--- src/rtl/serdes_pkg.sv ---
// Shared types and width helpers for the serdes_param lane adapter.
// Optional status outputs are enabled with the SERDES_PARAM_STATUS_EN macro.
`timescale 1ns/1ps
package serdes_pkg;

  typedef enum logic {
    IDLE  = 1'b0,
    SHIFT = 1'b1
  } ser_state_e;

  function automatic int clog2(input int value);
    int result;
    result = 0;
    for (int i = 0; i < 32; i++) begin
      if ((1 << result) < value) result = result + 1;
    end
    return result;
  endfunction

  // Counter width that stays at least one bit when there is a single beat per word.
  function automatic int cnt_w(input int count);
    return (count <= 1) ? 1 : clog2(count);
  endfunction

  // FIFO pointers carry one extra wrap bit so full and empty can be told apart.
  function automatic int ptr_w(input int depth);
    return clog2(depth) + 1;
  endfunction

  localparam int DEF_DATA_W     = 8;
  localparam int DEF_LANES      = 1;
  localparam int DEF_FIFO_DEPTH = 4;
  localparam int BEATS_W        = cnt_w(DEF_DATA_W / DEF_LANES);
  localparam int PTR_W          = ptr_w(DEF_FIFO_DEPTH);

endpackage

--- src/rtl/serdes_fifo_sync.sv ---
// Single-clock word FIFO with wrap-bit pointers, synchronous clear and occupancy.
// Pushes while full and pops while empty are ignored here, so callers need no guards.
`timescale 1ns/1ps
module serdes_fifo_sync
  import serdes_pkg::*;
#(
  parameter int WIDTH = 8,
  parameter int DEPTH = 4
) (
  input  logic                    i_clk,
  input  logic                    i_rst,
  input  logic                    i_clear,
  input  logic                    i_push,
  input  logic [WIDTH-1:0]        i_push_data,
  input  logic                    i_pop,
  output logic [WIDTH-1:0]        o_pop_data,
  output logic                    o_full,
  output logic                    o_empty,
  output logic [ptr_w(DEPTH)-1:0] o_level
);

  localparam int AW = clog2(DEPTH);
  localparam int PW = ptr_w(DEPTH);

  logic [WIDTH-1:0] r_mem [DEPTH];
  logic [PW-1:0]    r_wptr;
  logic [PW-1:0]    r_rptr;
  logic             w_push_ok;
  logic             w_pop_ok;
  logic             w_clr;

  assign w_clr      = i_rst || i_clear;
  assign o_full     = (r_wptr[PW-1] != r_rptr[PW-1]) && (r_wptr[AW-1:0] == r_rptr[AW-1:0]);
  assign o_empty    = (r_wptr == r_rptr);
  assign o_level    = r_wptr - r_rptr;
  assign w_push_ok  = i_push && !o_full;
  assign w_pop_ok   = i_pop && !o_empty;
  assign o_pop_data = r_mem[r_rptr[AW-1:0]];

  always_ff @(posedge i_clk) begin
    if (w_clr) begin
      r_wptr <= '0;
      r_rptr <= '0;
    end else begin
      if (w_push_ok) r_wptr <= r_wptr + 1'b1;
      if (w_pop_ok)  r_rptr <= r_rptr + 1'b1;
    end
  end

  always_ff @(posedge i_clk) begin
    if (w_push_ok && !w_clr) r_mem[r_wptr[AW-1:0]] <= i_push_data;
  end

endmodule

--- src/rtl/serdes_param.sv ---
// Lane adapter: assembles serial beats into words, buffers them, re-serialises them.
// Define SERDES_PARAM_STATUS_EN to add fifo_level_o and word_cnt_o status outputs.
`timescale 1ns/1ps
module serdes_param
  import serdes_pkg::*;
#(
  parameter int DATA_W     = 8,
  parameter int LANES      = 1,
  parameter int FIFO_DEPTH = 4,
  parameter int MSB_FIRST  = 0
) (
  input  logic                         pclk_i,
  input  logic                         rst_i,
  input  logic                         flush_i,
  input  logic [LANES-1:0]             s_data_i,
  input  logic                         s_valid_i,
  output logic                         s_ready_o,
  output logic [DATA_W-1:0]            p_data_o,
  output logic                         p_valid_o,
  output logic [LANES-1:0]             m_data_o,
  output logic                         m_valid_o,
  input  logic                         m_ready_i,
  output logic                         m_sof_o,
`ifdef SERDES_PARAM_STATUS_EN
  output logic [ptr_w(FIFO_DEPTH)-1:0] fifo_level_o,
  output logic [15:0]                  word_cnt_o,
`endif
  output logic                         dbg_state_o,
  output logic [ptr_w(FIFO_DEPTH)-1:0] dbg_level_o
);

  // Handshake: a beat moves on any rising edge where valid and ready are both high;
  // a producer holds valid and data stable until that edge, and ready never
  // depends combinationally on the opposite side's ready.

  localparam int BEATS = DATA_W / LANES;
  localparam int L_BW  = cnt_w(BEATS);
  localparam int L_PW  = ptr_w(FIFO_DEPTH);
  localparam logic [L_BW-1:0] LAST_BEAT = L_BW'(BEATS - 1);

  function automatic int beat_lsb(input int k);
    return (MSB_FIRST != 0) ? (DATA_W - (k + 1) * LANES) : (k * LANES);
  endfunction

  logic [L_BW-1:0]   r_rx_cnt;
  logic [DATA_W-1:0] r_rx_word;
  logic [DATA_W-1:0] r_p_data;
  logic              r_p_valid;
  logic [DATA_W-1:0] w_rx_word;
  logic              w_s_ready;
  logic              w_rx_accept;
  logic              w_push;

  ser_state_e        r_state;
  ser_state_e        w_state_nxt;
  logic [L_BW-1:0]   r_tx_cnt;
  logic [DATA_W-1:0] r_shift;
  logic              w_pop;
  logic              w_tx_last;

  logic [DATA_W-1:0] w_fifo_data;
  logic              w_full;
  logic              w_empty;
  logic [L_PW-1:0]   w_level;

  serdes_fifo_sync #(
    .WIDTH (DATA_W),
    .DEPTH (FIFO_DEPTH)
  ) u_fifo (
    .i_clk       (pclk_i),
    .i_rst       (rst_i),
    .i_clear     (flush_i),
    .i_push      (w_push),
    .i_push_data (w_rx_word),
    .i_pop       (w_pop),
    .o_pop_data  (w_fifo_data),
    .o_full      (w_full),
    .o_empty     (w_empty),
    .o_level     (w_level)
  );

  // ---------------- deserializer ----------------
  // Only the final beat of a word can stall, and only on a registered full flag.
  assign w_s_ready   = !rst_i && (flush_i || (r_rx_cnt != LAST_BEAT) || !w_full);
  assign w_rx_accept = s_valid_i && w_s_ready && !flush_i;
  assign w_push      = w_rx_accept && (r_rx_cnt == LAST_BEAT);

  always_comb begin
    w_rx_word = r_rx_word;
    w_rx_word[beat_lsb(int'(r_rx_cnt)) +: LANES] = s_data_i;
  end

  always_ff @(posedge pclk_i) begin
    if (rst_i || flush_i) begin
      r_rx_cnt  <= '0;
      r_rx_word <= '0;
      r_p_data  <= '0;
      r_p_valid <= 1'b0;
    end else begin
      r_p_valid <= w_push;
      if (w_push) r_p_data <= w_rx_word;
      if (w_rx_accept) begin
        r_rx_word <= w_rx_word;
        r_rx_cnt  <= (r_rx_cnt == LAST_BEAT) ? '0 : r_rx_cnt + 1'b1;
      end
    end
  end

  assign s_ready_o = w_s_ready;
  assign p_data_o  = r_p_data;
  assign p_valid_o = r_p_valid;

  // ---------------- serializer ----------------
  always_comb begin
    w_state_nxt = r_state;
    w_pop       = 1'b0;
    w_tx_last   = 1'b0;
    case (r_state)
      IDLE: begin
        if (!w_empty) begin
          w_pop       = 1'b1;
          w_state_nxt = SHIFT;
        end
      end
      SHIFT: begin
        if (m_ready_i && (r_tx_cnt == LAST_BEAT)) begin
          w_tx_last = 1'b1;
          // Reload in the same edge so back-to-back words leave no bubble.
          if (!w_empty) w_pop = 1'b1;
          else          w_state_nxt = IDLE;
        end
      end
      default: w_state_nxt = IDLE;
    endcase
  end

  always_ff @(posedge pclk_i) begin
    if (rst_i || flush_i) begin
      r_state  <= IDLE;
      r_tx_cnt <= '0;
      r_shift  <= '0;
    end else begin
      r_state <= w_state_nxt;
      if (w_pop) begin
        r_shift  <= w_fifo_data;
        r_tx_cnt <= '0;
      end else if ((r_state == SHIFT) && m_ready_i) begin
        r_tx_cnt <= r_tx_cnt + 1'b1;
      end
    end
  end

  assign m_valid_o   = (r_state == SHIFT);
  assign m_data_o    = m_valid_o ? r_shift[beat_lsb(int'(r_tx_cnt)) +: LANES] : '0;
  assign m_sof_o     = m_valid_o && (r_tx_cnt == '0);
  assign dbg_state_o = r_state;
  assign dbg_level_o = w_level;

`ifdef SERDES_PARAM_STATUS_EN
  logic [15:0] r_word_cnt;

  always_ff @(posedge pclk_i) begin
    if (rst_i || flush_i) r_word_cnt <= '0;
    else if (w_tx_last)   r_word_cnt <= r_word_cnt + 16'd1;
  end

  assign fifo_level_o = w_level;
  assign word_cnt_o   = r_word_cnt;
`endif

endmodule

--- config.mk ---
export PLATFORM = sky130hd
export DESIGN_NAME = serdes_param
export DESIGN_NICKNAME = d
export VERILOG_FILES = /design/src/rtl/serdes_pkg.sv /design/src/rtl/serdes_fifo_sync.sv /design/src/rtl/serdes_param.sv
export SDC_FILE = /design/constraint.sdc
export NUM_CORES = 1
export LEC_CHECK = 0
export ABC_AREA = 1
export CORE_MARGIN = 3
export CORE_UTILIZATION = 58
export DETAILED_ROUTE_END_ITERATION = 8
export HOLD_SLACK_MARGIN = 0.12
export PLACE_DENSITY = 0.86
export SLEW_MARGIN = 20
export SYNTH_ARGS = -nofsm -noshare
export SYNTH_HDL_FRONTEND = slang
export SYNTH_HIERARCHICAL = 1
export SYNTH_SLANG_ARGS = --single-unit
--- constraint.sdc ---
create_clock -name pclk_i -period 3 [get_ports pclk_i]
set_input_delay 0.6 -clock pclk_i [delete_from_list [all_inputs] [get_ports pclk_i]]
set_output_delay 0.6 -clock pclk_i [all_outputs]
set_load 0.005 [all_outputs]
# Word-level counts from Yosys, hierarchy flattened
# Memories as Yosys holds them, arrays and structs flattened. A register that Yosys moved wholly into a read port is not among the register bits.
# Index checks and enable logic that the tools add are counted.
# word_totals
ff_bits,30
ram_bits,32
output_inout_bits,17
wordCells,56
n_memories,1
# classes
add_sub_neg,6
n_eq_ne,6
n_shift,3
muxes,10
n_bitwise,1
n_reduce_logical,21
# memory_table
name,words,width,rd,rd_ports_with_merged_regs,wr,line,text
u_fifo.r_mem,4,8,1,1,1,serdes_fifo_sync.sv:25,logic [WIDTH-1:0] r_mem [DEPTH];
# op_table
cell,n
$neg 3->33,1
$shift 1x33->8 const A,1
$shiftx 1x33->8,1
$add 3x1->3 const B,4
$logic_and 1x1->1,11
$bwmux 8,1
$shiftx 8x4->1,1
$eq 3x3->1 const B,2
$mux 1,6
$logic_not 1->1,5
$pmux 1 s2,2
$eq 3x3->1,1
$logic_not 3->1,1
$logic_or 1x1->1,3
$mux 3,1
$ne 3x3->1 const B,1
$sub 3x3->3,1
$eq 2x2->1,1
$reduce_or 2->1,1
$ne 1x1->1,1
$not 1->1,1

# Logic depth before layout (Yosys ltp)
# depth
depth_word,12
mapped_depth,15
mapped_depth_nobuf,14

# Modules after synthesis
# The synthesis kept the hierarchy.
# modules_own_cells
module,n_inst,cells_each,area_per_inst_um2,seq_area_each_um2
serdes_fifo_sync,1,152,1735.4,1121.1
serdes_param,1,230,1645.3,640.6

# Worst setup path before layout
# No wires, ideal clock.
# synth_timing
kind,register to register
startpoint,reg u_fifo.r_wptr[0]
endpoint,"mem u_fifo.r_mem[0][0], enable pin"
setup_ps,371
arrival_ps,2021
required_time_ps,2629
slack_ps,609
stages_incl_launch_ff,13
synth_period_minus_slack_ps,2391
path_cell_list,dfxtp_1 inv_1 ha_1 nand2_1 inv_1 nand3_4 inv_1 nand2_1 nand2_4 nor2_4 buf_6 nand3_2 nor2_1
# synth_between
elab_chain_len,12
# synth_rtl
element,line,text
start: declaration,serdes_fifo_sync.sv:26,logic [PW-1:0] r_wptr;
start signal: assignment,serdes_fifo_sync.sv:45,if (w_push_ok) r_wptr <= r_wptr + 1'b1;
$eq 2x2->1,serdes_fifo_sync.sv:33,assign o_full = (r_wptr[PW-1] != r_rptr[PW-1]) && (r_wptr[AW-1:0] == r_rptr[AW-1:0]);
$logic_and 1x1->1,serdes_fifo_sync.sv:33,
net w_full,serdes_param.sv:62,logic w_full;
$logic_not 1->1,serdes_param.sv:84,assign w_s_ready = !rst_i && (flush_i || (r_rx_cnt != LAST_BEAT) || !w_full);
$logic_or 1x1->1,serdes_param.sv:84,
$logic_and 1x1->1,serdes_param.sv:84,
$logic_and 1x1->1 (2 in series),serdes_param.sv:85,assign w_rx_accept = s_valid_i && w_s_ready && !flush_i;
$logic_and 1x1->1,serdes_param.sv:86,assign w_push = w_rx_accept && (r_rx_cnt == LAST_BEAT);
net w_push,serdes_param.sv:52,logic w_push;
$logic_and 1x1->1,serdes_fifo_sync.sv:36,assign w_push_ok = i_push && !o_full;
$logic_and 1x1->1,serdes_fifo_sync.sv:51,if (w_push_ok && !w_clr) r_mem[r_wptr[AW-1:0]] <= i_push_data;
$mux 1,serdes_fifo_sync.sv:51,
$mux 1 (not written as such),serdes_fifo_sync.sv:51,
end: declaration,serdes_fifo_sync.sv:25,
# The timed path passes the listed nets, and every way through them passes these cells.

# Final worst setup path
# layout_timing
startpoint,reg u_fifo.r_rptr[1]
endpoint,out s_ready_o
# layout_between
elab_chain_len,5
# layout_rtl
element,line,text
start: declaration,serdes_fifo_sync.sv:27,logic [PW-1:0] r_rptr;
start signal: assignment,serdes_fifo_sync.sv:46,if (w_pop_ok) r_rptr <= r_rptr + 1'b1;
$eq 2x2->1,serdes_fifo_sync.sv:33,
$logic_and 1x1->1,serdes_fifo_sync.sv:33,
net w_full,serdes_param.sv:62,
$logic_not 1->1,serdes_param.sv:84,
$logic_or 1x1->1,serdes_param.sv:84,
$logic_and 1x1->1,serdes_param.sv:84,
end: declaration,serdes_param.sv:17,"output logic s_ready_o,"
# The timed path passes the listed nets, and every way through them passes these cells.

==> impl_metrics.ini <==
[floorplan]
io_pins = 23
core-area_mm2 = 0.005574
die_w_um = 82.35
start_util_pct = 60.65
die_h_um = 82.35
rows = 27
die_area_mm2 = 0.006781

[clocking]
cts.clk_slew.worst_paths_ns = 0.08
postCtsHoldBufs = 0
htree_levels = 3
root_buffer = clkbuf_8
cts_buffers = 9
clock_tree.buffer_depth = 2
cts.sinks = 72
cts_tree = yes
clkLatencyLatePin_ns = 0.34

[setup_path]
start_kind = register
critical_path_required_ns = 2.40
endpoint_kind = output port
worstSetupPathType = register to output port
cp_data_arrival_time_ns = 2.22
critPathMaxFanout = 7

[global_route]
grt_first_pass_wirelength_um = 11310
grt_pass1_vias = 2577
grt_max_degree = 24
grt_usage_pct = 21.99
antenna_found_initial = 0
grt_overflow = 0

[finish]
diodes = 0
final_common_cell = nor2_1
layout_common_cells = nor2_1, nand2_1, inv_1, dfxtp_1, o21ai_0
fillers = 404
postLayoutCellArea_mm2 = 0.003905
multi_input_area_mm2 = 0.001373
layout.cells.non_filler = 490
register_area_mm2 = 0.001763
drive_gt1_share_pct = 12.20
nets = 435
syn2layout_area_growth_pct = 15.51
utilization_pct = 70.06

[sta]
timing.final.ws_setup_ns = 0.1767
finalSetupViolations = 0
min_period_ns = 2.823
whs_ns = 0.4758
tns_ns = 0
max_freq_mhz = 354.2
fin_crit_sh_pct = 94.11
slew_violations = 0
worst_slew_pin_slew_ns = 0.4918
grt_setup_unrepaired = false
relSlewSlack_pct = 67.17
hold_viol_final = 0
finClkSkew_ns = 0.009593

[pwr]
p_sw_share_pct = 21.00
pwr_density_cell_mw_per_mm2 = 484.9
seqPwrFrac_pct = 53.8
p_leak_nw = 1.562
clockPowerShare_pct = 43.2
combinationalPowerShare_pct = 3.0
p_int_mw = 1.496
power_mw = 1.893
p_sw_uw = 397.7
max-vdd-ir-drop_mv = 0.3478

[worst_hold_path]
hold_path.class = register to register

[drt]
vias = 2657
post-route-drc-count = 0
vias_per_cell = 5.422
wire_per_inst_um = 13.88
dr.pass1.iters = 4
detail-route-antenna-nets = 0
drt_iter0_drc = 182
wl_um = 6799

[logic_synthesis]
synth.net_count = 404
yosys_warnings = 6
synthCells = 382
netlist_area_mm2 = 0.003381
synth_top_area_share_pct = 28.42
synth_top_area_cell = edfxtp_1
synth_area_leaders = edfxtp_1, dfxtp_1, nor2_1, ha_1, nand2_1
syn_area_per_cell_um2 = 8.850
synth-seq-area-share_pct = 52.11
yosysUniqueCellTypes = 31
ys_ff_latch = 72

[status]
outcome = complete, no violations

[place]
port_buffers = 22
post-place-ws_ns = 0.4971
hpwlAfterDp_um = 4719
place_inst = 474
place_area_mm2 = 0.003687
place_congestion = 0.8762

[run]
maxCapViolCount = 0
state kept, by name (all words and copies together), names as in the netlist, named ones only:
| register | count |
|---|---|
| u_fifo/r_mem | 32 |
| r_rx_word | 8 |
| dbg_state_o | 1 |
| r_tx_cnt | 3 |
| u_fifo/r_wptr | 3 |
| r_rx_cnt | 3 |
| u_fifo/r_rptr | 3 |
| p_valid_o | 1 |
| r_shift | 8 |
| p_data_o | 8 |
cells in the mapped netlist:
master    instances
o21ai_1           7
o22ai_1           9
a21oi_2           1
nor2_1           66
ha_1             15
nand3_1          22
edfxtp_1         32
o21bai_1          2
buf_4             2
dfxtp_1          40
nor2_8            1
nor2_2            2
inv_2             8
o21ai_2           2
o211ai_1          2
o21ai_0          34
nand3_4           2
inv_1            41
nand2_2           4
nand2_1          50
inv_4             1
xor2_1            2
nand2_4           2
nor2_4            1
buf_6             1
nand3_2           4
a31oi_1           1
nand4_1           5
a21oi_1          16
fa_1              1
buf_2             6
power by group through the flow:
stage | Sequential, mW | Clock (mW) | Combinational [mW]
3_3_place_gp | 1.04 | 0 | 0.0538
2_1_floorplan | 1.04 | 0 | 0.0356
3_5_place_dp | 1.04 | 0 | 0.0555
4_1_cts | 1.02 | 0.832 | 0.0564
5_1_grt | 1.02 | 0.861 | 0.0627
6_report | 1.02 | 0.817 | 0.0569
critical path: stages (launching register included):
cell,delay [ns]
dfxtp_1,0.41
inv_1,0.07
ha_1,0.27
nand2_1,0.11
inv_1,0.12
nand3_4,0.12
inv_1,0.07
a31oi_1,0.18
clkdlybuf4s50_1,0.53
layout make-up:
| class | instances | share of cell area [%] |
|---|---|---|
| Clock inverter | 4 | 1.282 |
| Multi-Input combinational cell | 251 | 35.15 |
| Sequential cell | 72 | 45.15 |
| Clock buffer | 12 | 4.261 |
| Timing Repair Buffer | 29 | 6.985 |
| Inverter | 50 | 4.870 |
| Tap cell | 72 | 2.307 |
path summary, 6_finish.rpt:
kind,startpoint,endpoint,slack [ns],cells after the start
hold / removal,r_rx_word[6],r_rx_word[6],0.48,2
setup reg to reg,u_fifo/r_rptr[1],u_fifo/r_mem[3][6],0.66,12
hold reg to reg,r_rx_word[6],r_rx_word[6],0.48,2
setup / recovery,u_fifo/r_rptr[1],s_ready_o,0.18,8
logic make-up (layout without fill, tap and decap cells):
logic type,Yosys count,after routing,synth area share (%)
simple gates,159,159,21.98
compound gates,74,74,11.95
xor+xnor,2,2,0.5182
fa+ha+maj,16,16,6.144
buf+inv,59,95,7.291
flops,72,72,52.11
repair_timing:
action                                  4_1_cts  5_1_grt
resized for setup                             0        1
buffers inserted                              0        0
endpoints found under the setup margin        0        1
metal layers:
| metal | vias up | GRT usage [%] | share of wire, % |
|---|---|---|---|
| met5 | - | 0 | 0 |
| met4 | 0 | 7.973 | 0.97 |
| met3 | 8 | 5.206 | 5.9 |
| met2 | 89 | 39.42 | 52 |
| met1 | 1238 | 25.35 | 41 |
| li1 | 1322 | - | - |
(Power assumes the default switching activity.)
